--- src/rtl/dmem_arbiter.sv ---
// rtl/dmem_arbiter.sv - two-port round-robin arbiter in front of a single-port word memory
module dmem_arbiter #(
  parameter int DEPTH = 2048,
  parameter int IDX_W = 11
) (
  input  logic             clk,
  input  logic             rst,
  input  logic [1:0]       req_valid,
  input  logic [1:0]       req_we,
  input  logic [31:0]      req_addr0,
  input  logic [31:0]      req_addr1,
  input  logic [31:0]      req_wdata0,
  input  logic [31:0]      req_wdata1,
  output logic [1:0]       req_ready,
  output logic [1:0]       resp_valid,
  input  logic [1:0]       resp_ready,
  output logic [31:0]      resp_rdata,
  output logic             resp_err,
  output logic [IDX_W-1:0] mem_idx,
  output logic             mem_we,
  output logic [31:0]      mem_wdata,
  input  logic [31:0]      mem_rdata
);

  typedef enum logic [1:0] {
    IDLE = 2'd0,
    CAPT = 2'd1,
    RESP = 2'd2
  } state_t;

  localparam logic [29:0] DEPTH_W = 30'(DEPTH);

  state_t      state_q, state_d;
  logic        owner_q, owner_d;
  logic        last_grant_q, last_grant_d;
  logic        we_q, we_d;
  logic        err_q, err_d;
  logic [31:0] rdata_q, rdata_d;

  logic        winner;
  logic [31:0] win_addr;
  logic [31:0] win_wdata;
  logic        win_we;
  logic        misaligned;
  logic        out_of_range;
  logic        addr_err;
  logic        accept;

  // Round-robin pick: a lone requester wins, a tie goes to the port not granted last
  always_comb begin
    winner = 1'b0;
    case (req_valid)
      2'b01:   winner = 1'b0;
      2'b10:   winner = 1'b1;
      2'b11:   winner = ~last_grant_q;
      default: winner = 1'b0;
    endcase
  end

  assign win_addr     = winner ? req_addr1 : req_addr0;
  assign win_wdata    = winner ? req_wdata1 : req_wdata0;
  assign win_we       = req_we[winner];
  assign misaligned   = |win_addr[1:0];
  assign out_of_range = win_addr[31:2] >= DEPTH_W;
  assign addr_err     = misaligned | out_of_range;
  // Reset is gated in so a held request cannot see req_ready while rst is high
  assign accept       = (state_q == IDLE) && (|req_valid) && !rst;

  // Next-state and next-register values for the IDLE -> CAPT -> RESP transaction
  always_comb begin
    state_d      = state_q;
    owner_d      = owner_q;
    last_grant_d = last_grant_q;
    we_d         = we_q;
    err_d        = err_q;
    rdata_d      = rdata_q;
    case (state_q)
      IDLE: begin
        if (accept) begin
          state_d      = CAPT;
          owner_d      = winner;
          last_grant_d = winner;
          we_d         = win_we;
          err_d        = addr_err;
        end
      end
      CAPT: begin
        // Writes and rejected accesses report zero data rather than stale memory
        rdata_d = (we_q | err_q) ? 32'd0 : mem_rdata;
        state_d = RESP;
      end
      RESP: begin
        if (resp_ready[owner_q]) begin
          state_d = IDLE;
        end
      end
      default: state_d = IDLE;
    endcase
  end

  // State and transaction registers; reset abandons any access in flight
  always_ff @(posedge clk or posedge rst) begin
    if (rst) begin
      state_q      <= IDLE;
      owner_q      <= 1'b0;
      last_grant_q <= 1'b1;
      we_q         <= 1'b0;
      err_q        <= 1'b0;
      rdata_q      <= 32'd0;
    end else begin
      state_q      <= state_d;
      owner_q      <= owner_d;
      last_grant_q <= last_grant_d;
      we_q         <= we_d;
      err_q        <= err_d;
      rdata_q      <= rdata_d;
    end
  end

  // Handshake and memory drive; memory is only touched in the accept cycle
  always_comb begin
    req_ready  = 2'b00;
    resp_valid = 2'b00;
    resp_rdata = 32'd0;
    resp_err   = 1'b0;
    mem_idx    = '0;
    mem_we     = 1'b0;
    mem_wdata  = 32'd0;
    if (accept) begin
      req_ready[winner] = 1'b1;
      mem_idx           = win_addr[IDX_W+1:2];
      mem_wdata         = win_wdata;
      mem_we            = win_we & ~addr_err;
    end
    if ((state_q == RESP) && !rst) begin
      resp_valid[owner_q] = 1'b1;
      resp_rdata          = rdata_q;
      resp_err            = err_q;
    end
  end

endmodule

--- config.mk ---
export PLATFORM = sky130hd
export DESIGN_NAME = dmem_arbiter
export DESIGN_NICKNAME = d
export VERILOG_FILES = /design/src/rtl/dmem_arbiter.sv
export SDC_FILE = /design/constraint.sdc
export NUM_CORES = 1
export LEC_CHECK = 0
export ABC_CLOCK_PERIOD_IN_PS = 1420
export CAP_MARGIN = 25
export CORE_MARGIN = 2
export CORE_UTILIZATION = 26
export DETAILED_ROUTE_END_ITERATION = 12
export GPL_ROUTABILITY_DRIVEN = 0
export PLACE_DENSITY = 0.74
export SLEW_MARGIN = 20
export SYNTH_ARGS = -nofsm -noshare
export SYNTH_HDL_FRONTEND = slang
export SYNTH_SLANG_ARGS = --single-unit
--- constraint.sdc ---
create_clock -name clk -period 1.42 [get_ports clk]
set_input_delay 0.355 -clock clk [delete_from_list [all_inputs] [get_ports clk]]
set_output_delay 0.355 -clock clk [all_outputs]
set_load 0.005 [all_outputs]
==> impl_results.md, run 1 <==
- Drt initial violations: 97
- Largest net degree at the start of global routing: 28
- CTS Hold Bufs: 0
- Ys async rst share: 1.00
- Register area share after synthesis: 0.403
- Die Width: 99.3 um
- Combinational power share: 0.612
- FP Rows: 34
- CP Capture Type: primary output
- First-pass GRT wire length: between 15 and 20 mm
- Layout area overhead: 162%
- Status: finished with violations
- Core area: 0.00876 mm^2
- Layout cells sized above 1: 0.446
- Max cap viols: 0
- Fill cell count: 646
- Reg clk slew, reported paths: roughly 80 ps
- Unique cell type count in the Yosys netlist: 27
- Worst path max stage delay: roughly 410 ps
- Largest cells by area after synthesis: dfrtp_1 (39%), nand2_1 (14%), a22o_1 (12%)
- Detailed Route WL: between 10 and 15 mm
- NumNets Final: about 770
- Cell taking the most area after synthesis: dfrtp_1
- Post-DR vias/cell: 5.00
- Clock share of power: 0.109
- Per-instance average area after synthesis: between 7 and 8 um^2
- Synth Instances: 300
- Cell area power density: between 1000 and 1500 mW/mm^2
- GR Overflow Total: 0
- Post-Route Skew: approximately 3.6 ps
- Total track usage: 0.227
- P_sw: about 2300 uW
- CTS Buffer Depth: 2
- N_diodes: 0
- PnR worst setup slack: -639 ps
- Die Ht: 99.3 um
- Die Area: 0.00985 mm^2
- Pleak: ~0.0029 uW
- CP arrival: approximately 1700 ps
- Top_reg_cell synth: dfrtp_1
- Routed vias: 3555
- Max FO, Critical Path: 7
- Initial core utilization: 0.269
- VDD IR-drop max: between 0.0004 and 0.0005 V
- Final non-filler cell total: between 700 and 800
- Worst skew pair latency: roughly 290 ps
- Slew Limit Fails: 0
- Synth warn: 0
- DRC Markers: 0
- RSZ-0062 raised after global routing: true
- H-tree depth: 2
- Reg2Reg Depth: 9
- Dpl hpwl: 8.69 mm
- Hold_ws: 481 ps
- Crit Path Category: flip-flop to primary output
- CP Data Required Time: roughly 1100 ps
- Final Hold Fails: 0
- Clock root buffer master: clkbuf_8
- Vias in the first global route: 3467
- Sw frac: 0.355
- # port buffers: around 250
- Slowest stage cell on the critical path: dfrtp_1
- CTS tree: done
- CP startpoint kind: flip-flop
- Critical path, cell by cell: buf_6 -> nor3_2 -> buf_4 -> o21ai_4 -> clkbuf_16 -> a21oi_4 -> buf_2
- Number of synthesized flops with an enable pin: 0
- Sequential share of power: 0.279
- Setup-failing EPs final: 85
- Failing checks: negative setup slack
- Final instance area: slightly above 0.006 mm^2
- Clock sinks: 38
- Synth Cell Area: ~0.0024 mm^2
- Slew headroom: 0.683
- Synthesized net count: 468
- Worst slew pin tran: 474 ps
- Yosys top cell area share: 0.392
- Peak Freq: between 0.4 and 0.5 GHz
- Clock buffer count from CTS: 5
- DR WL/cell: between 15 and 20 um
- Placed cell count: around 660
- DRT antenna net count: 0
- Ports: 249
- Initial antenna violation count: 0
- Placed cell area: ~0.0053 mm^2
- Pint: 4170 uW
- Worst hold path class: input port to async pin
- DR pass1 iterations: 4
- Yosys reg bits: 38
- Final worst-path cycle share: 1.45
- Overall Power: 6460 uW
- Setup_tns: -45980 ps
- Final min period: just over 2000 ps
==> metal layers <==
layer / global-route usage / vias up / wire length [um]
met5: 0 / - / 0
met2: 0.416 / 160 / 7060
met1: 0.273 / 1735 / 5180
met3: 0.0478 / 20 / 869
li1: - / 1640 / -
met4: 0.0495 / 0 / 231
==> stage by stage <==
stage               worst slack, ps   util
floorplan                     -19.6      -
global placement              -1110  0.602
detailed placement            -1140  0.602
CTS                            -691  0.639
global route                   -712  0.705
finish                         -639  0.705
==> critical path: cells and delay by family (launching register included) <==
family	cells	cell delay, ps
compound gates	2	250
flops	1	410
buf+inv	4	620
simple gates	1	140
==> power by group through the flow <==
stage	combinational, uW	sequential (uW)	clock [uW]
6_report	3960	1800	703
5_1_grt	4180	1840	773
3_5_place_dp	2810	1770	0
4_1_cts	3280	1750	713
3_3_place_gp	2770	1730	0
2_1_floorplan	1260	1700	0
==> area by class of cell <==
cell class	instances	area (um^2)	share of cell area
Timing Repair Buffer	319	3290	0.533
Multi-Input combinational cell	237	1710	0.277
Sequential cell	38	952	0.154
Tap cell	108	135	0.0219
Clock buffer	5	68.8	0.0111
Clock inverter	2	10.0	0.00162
Inverter	2	7.51	0.00121
==> Yosys cell counts (all sizes together) (2+ instances only) <==
| cell type | instances |
|---|---|
| buf | 16 |
| a21o | 3 |
| and2 | 34 |
| nand4 | 2 |
| nor2 | 6 |
| a21oi | 43 |
| nor4 | 8 |
| nand2b | 3 |
| clkbuf | 7 |
| a22o | 32 |
| inv | 2 |
| nand2 | 90 |
| dfrtp | 37 |
| nor3 | 6 |
| o21ai | 2 |
==> what timing repair did <==
| action | 4_1_cts | 5_1_grt |
|---|---|---|
| pin swaps | 16 | 41 |
| setup buffers | 16 | 9 |
| setup endpoints to repair | 87 | 101 |
| gates resized for setup | 378 | 116 |
| cloned | 6 | 11 |
==> logic make-up (layout without fill, tap and decap cells) <==
family,after synthesis,after routing,share of synthesized area
multiplexers,1,1,0.00477
AND/OR/NAND/NOR,152,152,0.302
AO/OA/AOI/OAI,84,84,0.242
buffers and inverters,25,328,0.0477
flip-flops,38,38,0.404
==> registers in the layout, summed over array words and instances (netlist names) <==
signal        flops
owner_q           1
err_q             1
we_q              1
rdata_q          32
last_grant_q      1
state_q           2
==> worst paths after layout <==
path / start / to / slack [ps]
setup / recovery: state_q[0]$_DFFE_PP0P_ / mem_wdata[14] / -640
hold / removal: rst / rdata_q[14]$_DFFE_PP0N_ / 480
setup reg to reg: last_grant_q$_DFFE_PP1P_ / err_q$_DFFE_PP0P_ / -320
hold reg to reg: rdata_q[3]$_DFFE_PP0N_ / rdata_q[3]$_DFFE_PP0N_ / 510
max in group asynchronous: rst / last_grant_q$_DFFE_PP1P_ / 730
min in group clk: rdata_q[3]$_DFFE_PP0N_ / rdata_q[3]$_DFFE_PP0N_ / 510
==> cell usage in the layout (no fill, tap or decap), drive strengths merged, types with 2 or more instances in the layout <==
| cell | count |
|---|---|
| clkdlybuf4s50 | 157 |
| buf | 143 |
| nand2 | 90 |
| a21oi | 43 |
| dfrtp | 37 |
| and2 | 34 |
| a22o | 32 |
| clkbuf | 15 |
| nor4 | 8 |
| dlymetal6s2s | 7 |
| nor3 | 6 |
| nor2 | 6 |
| a21o | 3 |
| nand2b | 3 |
| nand4 | 2 |
| inv | 2 |
| clkinv | 2 |
| dlygate4sd2 | 2 |
| o21ai | 2 |
Note: power is estimated with default switching activity, not from simulation.
==> run 2: changes to the inputs <==
--- a/config.mk
+++ b/config.mk
@@ -9,6 +9,7 @@
 export CAP_MARGIN = 25
 export CORE_MARGIN = 2
 export CORE_UTILIZATION = 26
+export CTS_CLUSTER_SIZE = 28
 export DETAILED_ROUTE_END_ITERATION = 12
 export GPL_ROUTABILITY_DRIVEN = 0
 export PLACE_DENSITY = 0.74
==> results of run 2 <==
The final DEF is identical to that of run 1; final timing and power are the same.
